`config.mk`:
```
export PLATFORM = sky130hd
export DESIGN_NAME = ica_iteration_ctrl
export DESIGN_NICKNAME = d
export VERILOG_FILES = /design/src/rtl/ica_iteration_ctrl.sv
export SDC_FILE = /design/constraint.sdc
export NUM_CORES = 1
export LEC_CHECK = 0
export ABC_AREA = 1
export CORE_MARGIN = 1
export CORE_UTILIZATION = 53
export CTS_CLUSTER_DIAMETER = 80
export DETAILED_ROUTE_END_ITERATION = 12
export PLACE_DENSITY = 0.88
export SLEW_MARGIN = 10
export SYNTH_ARGS = -nofsm -noshare
export SYNTH_HDL_FRONTEND = slang
export SYNTH_SLANG_ARGS = --single-unit
```
`constraint.sdc`:
```
create_clock -name clk -period 3.3 [get_ports clk]
set_input_delay 0.66 -clock clk [delete_from_list [all_inputs] [get_ports clk]]
set_output_delay 0.66 -clock clk [all_outputs]
set_load 0.005 [all_outputs]
```
`src/rtl/ica_iteration_ctrl.sv`:
```
// ica_iteration_ctrl: FastICA sequencer driving init/update/orth/norm units and committing unmixing columns
module ica_iteration_ctrl #(
  parameter int SIZE_C = 3,
  parameter int N_BITS = 22,
  parameter int MAX_ITER = 64,
  parameter logic [N_BITS-1:0] CONV_LIMIT = 22'h3FFF00,
  localparam int CW = SIZE_C > 1 ? $clog2(SIZE_C) : 1,
  localparam int IW = $clog2(MAX_ITER + 1)
) (
  input  logic              clk,
  input  logic              rst_n,
  input  logic              start,
  input  logic              abort,
  output logic              init_start,
  input  logic              init_done,
  output logic              upd_start,
  input  logic              upd_done,
  output logic              orth_start,
  input  logic              orth_done,
  output logic              norm_start,
  input  logic              norm_done,
  input  logic [N_BITS-1:0] conv_metric,
  output logic              wr_en,
  output logic [CW-1:0]     wr_col,
  output logic [CW-1:0]     comp_idx,
  output logic [IW-1:0]     iter_cnt,
  output logic              busy,
  output logic              done,
  output logic [SIZE_C-1:0] timeout_mask
);
  typedef enum logic [2:0] {IDLE, INIT, UPDATE, ORTH, NORM, CHECK, COMMIT, DONE} state_t;
  localparam logic [CW-1:0] LAST = CW'(SIZE_C - 1);
  state_t state;
  logic [N_BITS-1:0] metric;
  logic [IW-1:0] iter_nxt;
  logic conv;
  assign iter_nxt = iter_cnt + IW'(1);
  assign conv = metric >= CONV_LIMIT;
  // Sequencer: each *_start is raised on entry and masks its *_done for that first cycle
  always_ff @(posedge clk or negedge rst_n) begin
    if (!rst_n) begin
      state <= IDLE;
      init_start <= 1'b0;
      upd_start <= 1'b0;
      orth_start <= 1'b0;
      norm_start <= 1'b0;
      wr_en <= 1'b0;
      wr_col <= '0;
      comp_idx <= '0;
      iter_cnt <= '0;
      busy <= 1'b0;
      done <= 1'b0;
      timeout_mask <= '0;
      metric <= '0;
    end else begin
      init_start <= 1'b0;
      upd_start <= 1'b0;
      orth_start <= 1'b0;
      norm_start <= 1'b0;
      wr_en <= 1'b0;
      if (abort) begin
        state <= IDLE;
        busy <= 1'b0;
        done <= 1'b0;
      end else begin
        case (state)
          IDLE, DONE: if (start) begin
            state <= INIT;
            init_start <= 1'b1;
            comp_idx <= '0;
            iter_cnt <= '0;
            timeout_mask <= '0;
            busy <= 1'b1;
            done <= 1'b0;
          end
          INIT: if (init_done && !init_start) begin
            state <= UPDATE;
            upd_start <= 1'b1;
            iter_cnt <= '0;
          end
          UPDATE: if (upd_done && !upd_start) begin
            state <= comp_idx != '0 ? ORTH : NORM;
            orth_start <= comp_idx != '0;
            norm_start <= comp_idx == '0;
          end
          ORTH: if (orth_done && !orth_start) begin
            state <= NORM;
            norm_start <= 1'b1;
          end
          NORM: if (norm_done && !norm_start) begin
            state <= CHECK;
            metric <= conv_metric;
          end
          CHECK: begin
            iter_cnt <= iter_nxt;
            if (conv || iter_nxt == IW'(MAX_ITER)) begin
              state <= COMMIT;
              wr_en <= 1'b1;
              wr_col <= comp_idx;
              if (!conv) timeout_mask[comp_idx] <= 1'b1;
            end else begin
              state <= UPDATE;
              upd_start <= 1'b1;
            end
          end
          COMMIT: if (comp_idx == LAST) begin
            state <= DONE;
            busy <= 1'b0;
            done <= 1'b1;
          end else begin
            state <= INIT;
            init_start <= 1'b1;
            comp_idx <= comp_idx + CW'(1);
          end
          default: state <= IDLE;
        endcase
      end
    end
  end
endmodule

```
==> flow_metrics.tcl <==
set metrics [dict create \
    grt_first_pass_wirelength_um 7113 \
    tritoncts.num_buffers 5 \
    ys_seq_elements 38 \
    tns_ns 0 \
    place_area_sq_um 2589 \
    die_w_um 65.56 \
    clkLatencyLatePin_ns 0.29 \
    slowest_delay_ns 0.56 \
    min-delay-path-class "in -> async" \
    vias_per_cell 5.186 \
    post-place-ws_ns 1.044 \
    drt_pass1_iterations 4 \
    avgSynthCellArea_sq_um 9.348 \
    hold_violations 0 \
    syn_area_sq_um 2141 \
    yosysSeqAreaShare 0.4442 \
    cts-resized-gates 0 \
    grt-ovfl-total 0 \
    postCtsHoldBufs 0 \
    core_area_sq_um 3771 \
    cts_setup_buffers 0 \
    cap_violations 0 \
    grt_pass1_vias 1568 \
    syn_to_final_growth_pct 24.61 \
    crit_type "reg -> out" \
    tritoncts "done" \
    routed_wl_um 4202 \
    crit_arrival_ns 1.35 \
    place.gp.congestion 0.8948 \
    vdd_drop_max_mv 0.3535 \
    num_io_pins 51 \
    cts_root_buffer "clkbuf_8" \
    setup_viol 0 \
    max_freq_ghz 0.4984 \
    netlist_instances 229 \
    rows 22 \
    slowest_stage "clkdlybuf4s50_1" \
    synth_top_family_by_area "simple AND/OR/NAND/NOR gates" \
    clkTransAtPathRegs_ns 0.07 \
    rsz0062_at_grt "no" \
    die-area_sq_um 4297 \
    timing.critical_path.required_ns 2.64 \
    status "complete, no violations" \
    fin_ws_ns 1.293 \
    drc 0 \
    power_leakage_nw 1.289 \
    initial_utilization 0.5677 \
    hpwl_um 3124 \
    syn-num-nets 263 \
    drive_gt1_frac 0.2000 \
    most-common-layout-cells "nand2_1, clkdlybuf4s50_1, dfrtp_1" \
    crit_path_cell_trace "clkdlybuf4s50_1" \
    synth_mux_area_frac 0.09468 \
    max_slew_margin 0.3755 \
    grtUsageTotal 0.2234 \
    antenna_found_initial 0 \
    endpoint_kind "output pin" \
    synth-xor-area-share 0.004091 \
    synth_compound_gate_area_share 0.08591 \
    cts_max_level 2 \
    cpLargestDelayFamily "buffers and inverters" \
    yosys.area_share.adder 0.02338 \
    die_h_um 65.56 \
    path_max_fanout 7 \
    num_vias 1675 \
    p_per_area_nw_per_um2 392.9 \
    slew_violations 0 \
    ant_nets 0 \
    nets 309 \
    ys_types 36 \
    layout_commonest_cell "nand2_1" \
    fin_skew_ns 0.003556 \
    yosysWarnings 0 \
    ctsLongestPathBuffers 2 \
    drtIter0Drc 98 \
    grt_start_max_net_pins 39 \
    drt-wirelength-per-cell_um 13.01 \
    min_period_ns 2.007 \
    cts_sinks 38 \
    portBuffers 42 \
    path_buf_inv 1 \
    worst_pin_slew_ns 0.9367 \
    period_share 0.6081 \
    n_antenna_cell 0 \
    final_cell_area_sq_um 2668 \
    final_util 0.7074 \
    synth-simple-area-share 0.2700 \
    cp-start-kind "flip-flop" \
]
-- registers in the layout, summed over array words and instances (netlist names) --
name / flops
busy: 1
comp_idx: 2
done: 1
init_start: 1
iter_cnt: 7
metric: 14
norm_start: 1
orth_start: 1
state: 3
timeout_mask: 3
upd_start: 1
wr_col: 2
wr_en: 1
-- routing by layer --
metal  GRT usage  share of wire
met2      0.3389           0.45
met3     0.05729          0.037
met5           0              0
met1      0.3060           0.49
met4     0.08424          0.018
-- cells by family (layout without fill, tap and decap cells) --
logic type / after synthesis / count (layout)
mux: 14 / 14
flops: 38 / 38
simple gates: 108 / 108
compound gates: 25 / 25
fa+ha+maj: 4 / 4
buf+inv: 39 / 85
xor+xnor: 1 / 1
-- path summary, 6_finish.rpt --
check	from	to	slack, ns	cells after the start
max reg2reg	iter_cnt[0]	wr_col[1]	1.43	10
min in group clk	metric[13]	metric[13]	0.51	1
max in group asynchronous	rst_n	metric[8]	2.21	1
max	iter_cnt[0]	iter_cnt[0]	1.29	1
min	rst_n	state[2]	0.50	1
min reg2reg	metric[13]	metric[13]	0.51	1
-- cell type report --
cell class	instances	area (sq um)
clock buffers	5	68.82
clock inverters	2	10.01
fillers	296	1104
inverters	35	131.4
multi-input cells	152	1023
flip-flops and latches	38	950.9
well taps	48	60.06
repair buffers	43	422.9
-- power breakdown --
| group | internal (W) | switching (W) |
|---|---|---|
| combinational | 0.000106 | 0.000129 |
| clock | 0.000142 | 0.000156 |
| sequential | 0.000492 | 0.0000237 |
-- Yosys cell counts (all sizes together) --
cell type	count	share of area
a21oi	10	0.037
a32oi	1	0.0041
and2	1	0.0029
buf	4	0.016
dfrtp	38	0.44
ha	4	0.023
inv	35	0.061
mux2	14	0.095
nand2	56	0.12
nand3	19	0.055
nand4	7	0.030
nor2	22	0.055
nor3	2	0.0070
nor4	1	0.0029
o211ai	1	0.0035
o21a	1	0.0035
o21ai	10	0.030
o21bai	2	0.0070
xor2	1	0.0041
-- stage by stage --
step           cells  hold slack [ns]  power (W)
2_1_floorplan    229           0.3644  0.0006786
3_3_place_gp     316           0.4578  0.0007516
3_5_place_dp     316           0.4903  0.0007576
4_1_cts          323           0.5149   0.001050
5_1_grt          323           0.5345   0.001103
6_report         323           0.4976   0.001048
(Power assumes the default switching activity.)
